==> src/rtl/register_bus_reader.sv <==
// Reads one register of a shared tri-state bus by pulsing its chip select, waiting
// SettleCycles enabled cycles, and capturing the bus. Optional macro: BUS_TURNAROUND_EN.
module register_bus_reader #(
  parameter int NrOfBits     = 8,
  parameter int AddrBits     = 2,
  parameter int SettleCycles = 1,
  localparam int NrOfRegs    = 2**AddrBits
) (
  input  logic                Clock,
  input  logic                Reset,
  input  logic                ClockEnable,
  input  logic                Tick,
  input  logic                ReqValid,
  input  logic [AddrBits-1:0] ReqAddr,
  output logic                ReqReady,
  output logic [NrOfRegs-1:0] cs,
  input  logic [NrOfBits-1:0] BusData,
  output logic                RspValid,
  output logic [NrOfBits-1:0] RspData,
  input  logic                RspReady,
  output logic                Busy
);

  localparam logic [1:0] IDLE       = 2'd0;
  localparam logic [1:0] SELECT     = 2'd1;
  localparam logic [1:0] RESPOND    = 2'd2;
`ifdef BUS_TURNAROUND_EN
  localparam logic [1:0] TURNAROUND = 2'd3;
`endif

  localparam logic [3:0]          SETTLE  = 4'(SettleCycles);
  localparam logic [NrOfRegs-1:0] ONE_HOT = {{(NrOfRegs-1){1'b0}}, 1'b1};

  logic [1:0]          state;
  logic [3:0]          count;
  logic [AddrBits-1:0] addr_q;
  logic [NrOfRegs-1:0] cs_q;
  logic [NrOfBits-1:0] data_q;
  logic                en;

  assign en = ClockEnable & Tick;

  // NOTE: chip selects are reset asynchronously so a reset mid-read frees the bus
  // immediately, without waiting for a clock edge.
  always_ff @(posedge Clock or negedge Reset) begin
    if (!Reset) begin
      state  <= IDLE;
      count  <= '0;
      addr_q <= '0;
      cs_q   <= '1;
      data_q <= '0;
    end else if (en) begin
      // NOTE: non-blocking assignments keep every register sampling pre-edge values,
      // so case arms may read count/addr_q while also updating them.
      case (state)
        IDLE: begin
          if (ReqValid) begin
            addr_q <= ReqAddr;
            count  <= SETTLE;
            cs_q   <= ~(ONE_HOT << ReqAddr);
            state  <= SELECT;
          end
        end
        SELECT: begin
          count <= count - 4'd1;
          if (count == 4'd1) begin
            data_q <= BusData;
            cs_q   <= '1;
            state  <= RESPOND;
          end else begin
            cs_q <= ~(ONE_HOT << addr_q);
          end
        end
        RESPOND: begin
          if (RspReady) begin
`ifdef BUS_TURNAROUND_EN
            state <= TURNAROUND;
`else
            state <= IDLE;
`endif
          end
        end
`ifdef BUS_TURNAROUND_EN
        TURNAROUND: state <= IDLE;
`endif
        default: state <= IDLE;
      endcase
    end
  end

  assign cs       = cs_q;
  assign RspData  = data_q;
  assign RspValid = (state == RESPOND);
  assign ReqReady = (state == IDLE);
  assign Busy     = (state != IDLE);

endmodule

==> config.mk <==
export PLATFORM = sky130hd
export DESIGN_NAME = register_bus_reader
export DESIGN_NICKNAME = d
export VERILOG_FILES = /design/src/rtl/register_bus_reader.sv
export SDC_FILE = /design/constraint.sdc
export NUM_CORES = 1
export LEC_CHECK = 0
export BUFFER_PORTS_ARGS = -buffer_cell sky130_fd_sc_hd__buf_2
export CORE_UTILIZATION = 49
export CTS_CLUSTER_DIAMETER = 30
export DETAILED_ROUTE_END_ITERATION = 7
export PLACE_DENSITY = 0.84
export REMOVE_ABC_BUFFERS = 1
export SKIP_LAST_GASP = 1
export SLEW_MARGIN = 10
export SYNTH_ARGS = -nofsm -noshare
export SYNTH_HDL_FRONTEND = slang
export SYNTH_SLANG_ARGS = --single-unit
==> constraint.sdc <==
create_clock -name Clock -period 2.2 [get_ports Clock]
set_clock_uncertainty 0.2 [all_clocks]
set_input_delay 0.22 -clock Clock [delete_from_list [all_inputs] [get_ports Clock]]
set_output_delay 0.22 -clock Clock [all_outputs]
set_load 0.1 [all_outputs]
== Word level (Yosys, flattened, before mapping) ==
Index checks and enable logic that the tools add are counted.

* Output and inout bits: 15
* Register bits after elaboration: 20
* Memories: 0
* ROM bits: 0
* Input bits: 16
* Logic and storage cells: 33
* Memory bits (writable): 0
* Bits in latches: 0

* Reduce and logical (&&, ||, !) cells: 7
* Shift-type cells: 2
* Eq/ne operators: 6
* Divide/modulo/power cells: 0
* Multiplexer cells: 9
* Add/subtract/negate cells: 1
* Multipliers: 0
* Bitwise operators: 3
* $lt $le $gt $ge: 0

{| class="wikitable"
|+ Operator list
! kind !! count
|-
| $pmux W4 S2 || 2
|-
| $mux W4 || 3
|-
| $reduce_and A3 Y1 || 3
|-
| $not A4 Y4 || 2
|-
| $shl A1 B2 Y4 const A || 2
|-
| $mux W2 || 3
|-
| $pmux W2 S3 || 1
|-
| $eq A4 B1 Y1 const B || 1
|-
| $ne A2 B2 Y1 const B || 2
|-
| $reduce_and A4 Y1 || 1
|-
| $reduce_bool A2 Y1 || 2
|-
| $sub A4 B1 Y4 const B || 1
|-
| $eq A2 B1 Y1 const B || 1
|-
| $eq A2 B2 Y1 const B || 1
|-
| $logic_not A2 Y1 || 1
|-
| $ne A2 B1 Y1 const B || 1
|-
| $and A1 B1 Y1 || 1
|}

== Depth between registers and ports, before layout ==
* Word-level depth: 4
* Depth in mapped cells: 5
* Gate-level depth less buffers: 5

== Least setup slack after synthesis ==
OpenSTA, ideal clock, no wires.

* Path type: register to output
* Start: reg state[1]
* End: out Busy
* Arrival time: 2.762 ns
* Buffers on the path: 1
* Required time: 1.780 ns
* Cell stages (with the launch flop): 4
* Path slack: -0.982 ns
* Cell sequence: dfrtp_1 > clkbuf_1 > nor2_1 > inv_1

* Cells in the longest elaborated chain, start to end: 1

{| class="wikitable"
|+ RTL lines
! element !! RTL line !! source
|-
| start, declared || 34 || <nowiki>logic [1:0] state;</nowiki>
|-
| start signal, assigned || 47 || <nowiki>state <= IDLE;</nowiki>
|-
| start signal, assigned || 61 || <nowiki>state <= SELECT;</nowiki>
|-
| start signal, assigned || 69 || <nowiki>state <= RESPOND;</nowiki>
|-
| $reduce_bool A2 Y1 || 95 || <nowiki>assign Busy = (state != IDLE);</nowiki>
|-
| end, declared || 21 || <nowiki>output logic Busy</nowiki>
|}

Every way passes these cells.

== Worst setup path in the final report ==
* Start: reg count[1]
* End: reg data_q[1] (netlist: RspData[1])

* Cells in the longest elaborated chain, start to end: 2

{| class="wikitable"
|+ RTL lines
! element !! RTL line !! source
|-
| start, declared || 35 || <nowiki>logic [3:0] count;</nowiki>
|-
| start signal, assigned || 65 || <nowiki>count <= count - 4'd1;</nowiki>
|-
| $eq A4 B1 Y1 || 66 || <nowiki>if (count == 4'd1) begin</nowiki>
|-
| $reduce_and A3 Y1 (no source line) || -- ||
|-
| end signal, assigned || 67 || <nowiki>data_q <= BusData;</nowiki>
|-
| end, declared || 38 || <nowiki>logic [NrOfBits-1:0] data_q;</nowiki>
|}

Every way passes these cells.
A chain may end at the register's enable or synchronous reset.

==> out/qor.txt <==
status = complete, no violations
drt total wl = 2.06 mm
met1 usage = 27.3%
max-cap check violation count = 0
Final #Nets = 145
Die Ht = 46.3 um
via count = 798
Finish-stage setup viols = 0
gr usage total = 21.6%
CP cell instances = inv_1 > ha_1 > or3b_1 > nor3_4 > buf_12 > mux2_2
# IOs = 31
total negative slack = 0 ns
relative slew slack = 63.9%
Synth area leader = dfrtp_1
1st-pass router iterations = 4
port bufs = 30
post-synthesis sequential area ratio = 52.5%
Worst setup EP type = flip-flop
number of synthesized flops with an enable pin = 0
row count = 15
first-pass GRT wire length = 3.23 mm
Yosys top cell area share = 41.6%
met2 Use GR = 35.8%
top area cells in the synthesized netlist = dfrtp_1 42%, mux2_2 13%, dfstp_2 11%, o21ai_0 3.1%, inv_1 2.7%
CTS Sinks = 20
Post-Place Worst Slack = 0.0688 ns
post-synthesis register bit count = 20
Req. time, crit path = 2.18 ns
post-layout min period = 2.10 ns
R2R depth = 6
FILL cells = 134
Post-route DRC = 0
FF-to-FF Start = count[1]
vias per inst = 5.28
Area Growth Syn to Fin = 34.4%
Slowest cell on crit path = or3b_1
Initial DRC Count = 12
Pins Over Slew Limit = 0
Worst EP arrival = 2.08 ns
setup ws final = 0.0999 ns
post-synthesis area per instance = 11.9 um2
largest net degree at the start of global routing = 21
most common cell after layout, fill and taps aside = buf_2
CTS root buf = clkbuf_4
post-DR wirelength/cell = 13.7 um
Synth cell types = 29
core area = 0.00178 mm2
initial antenna violation count = 0
CTS buffer count = 3
met3 Use GR = 2.35%
crit path to = RspData[1]
worst r2r dst = RspData[1]
GRT overflow = 0
Hold Vio Cnt, Final = 0
yosys warns = 0
GPL Wtd Cong = 0.803
vias in the first global route = 764
R2R setup slack = 0.1 ns
die outline area = 0.00215 mm2
layout cells sized above 1 = 42.9%
Top Usage Layer GRT = met2
core occupancy in the finished layout = 72.6%
most frequent cells in the layout = 30 x buf_2, 16 x dfrtp_1, 11 x mux2_2
Hold Crit Class = in -> reg
Hold Worst Slack = 0.0218 ns
Tightest Pin Transition = 0.539 ns
Post-Synthesis Cell Area = 963 um2
Post-DP HPWL = 1.44 mm
CP startpoint kind = flip-flop
Clock Path Buffers = 2
Ant. Diodes = 0
CTS clock-pin slew for the worst setup and hold paths = 0.11 ns
async set-or-reset flop fraction in the synthesized netlist = 100%
fmax = 476 MHz
Die W = 46.3 um
Top FF cell, synth = dfrtp_1
CTS tree = done
Synth Instances = 81
Initial Util = 54.0%
CP Class = reg -> reg
Post-DRT Antenna Nets = 0
Skew-Pair Late Insertion Delay = 0.29 ns
Max FO, Critical Path = 9
unrepaired setup endpoints after global routing = no
CP peak stage delay = 0.43 ns
htree depth = 1
CP startpoint = count[1]
Final period util = 95.5%
==> critical path, delay by kind of cell (launching register included) <==
| family | cells | cell delay, ns |
|---|---|---|
| buf+inv | 2 | 0.24 |
| simple gates | 2 | 0.65 |
| fa+ha+maj | 1 | 0.17 |
| mux | 1 | 0.33 |
| flops | 1 | 0.41 |
==> registers in the layout, summed over array words and instances, names as in the netlist <==
register / count
state: 2
count: 4
addr_q: 2
RspData: 8
cs: 4
==> through the flow <==
| step | area [um2] | cells |
|---|---|---|
| 2_1_floorplan | 955 | 79 |
| 3_3_place_gp | 1160 | 137 |
| 3_5_place_dp | 1160 | 137 |
| 4_1_cts | 1270 | 150 |
| 5_1_grt | 1290 | 151 |
| 6_report | 1290 | 151 |
==> cell usage after synthesis, types with 2 or more instances <==
library cell,number
a21oi_1,3
or4_1,2
o31ai_1,3
ha_1,2
dfstp_2,4
dfrtp_1,16
nand2b_1,3
inv_1,7
nor3b_1,3
nor4b_1,2
o21ai_0,6
mux2_2,11
nor2_1,3
==> how the worst min path moves through the flow <==
stage | to | depth (start not counted) | from | slack [ns]
after floorplan | RspData[0] | 0 | Reset | -0.28
after global placement | count[2] | 1 | Reset | -0.02
after detailed placement | count[3] | 1 | Reset | -0.01
after CTS | addr_q[0] | 2 | ReqAddr[0] | 0.001
after global routing | addr_q[0] | 2 | ReqAddr[0] | 0.002
final | addr_q[0] | 2 | ReqAddr[0] | 0.02
==> metal layers <==
layer	vias up	part of all wire, %
li1	390	-
met1	368	44
met2	36	50
met3	4	5.6
met4	0	0.39
met5	-	0
==> cell families (layout without fill, tap and decap cells) <==
group / after synthesis / count (layout) / synth area share, %
AO/OA/AOI/OAI: 18 / 18 / 12.2
multiplexers: 11 / 11 / 12.9
flip-flops: 20 / 20 / 52.5
buffers and inverters: 9 / 54 / 3.64
AND/OR/NAND/NOR: 21 / 21 / 16.2
adder cells (fa/ha/maj): 2 / 2 / 2.60
==> layout make-up <==
class / instances / area, um2 / area share (%)
sequential: 20 / 505 / 39.0
multi-input combinational: 52 / 423 / 32.7
timing repair buffer: 43 / 283 / 21.8
tap: 25 / 31.3 / 2.42
clock buffer: 4 / 26.3 / 2.03
inverter: 7 / 26.3 / 2.03
==> timing repair <==
action / in CTS / in global routing
setup endpoints to repair: 0 / 6
setup buffers: 0 / 1
hold endpoints to repair: 28 / 0
resized for setup: 0 / 0
hold buffers: 9 / 0
Power is not shown: default switching activity piles up to over one toggle a cycle in this logic, so the estimate is an artifact.
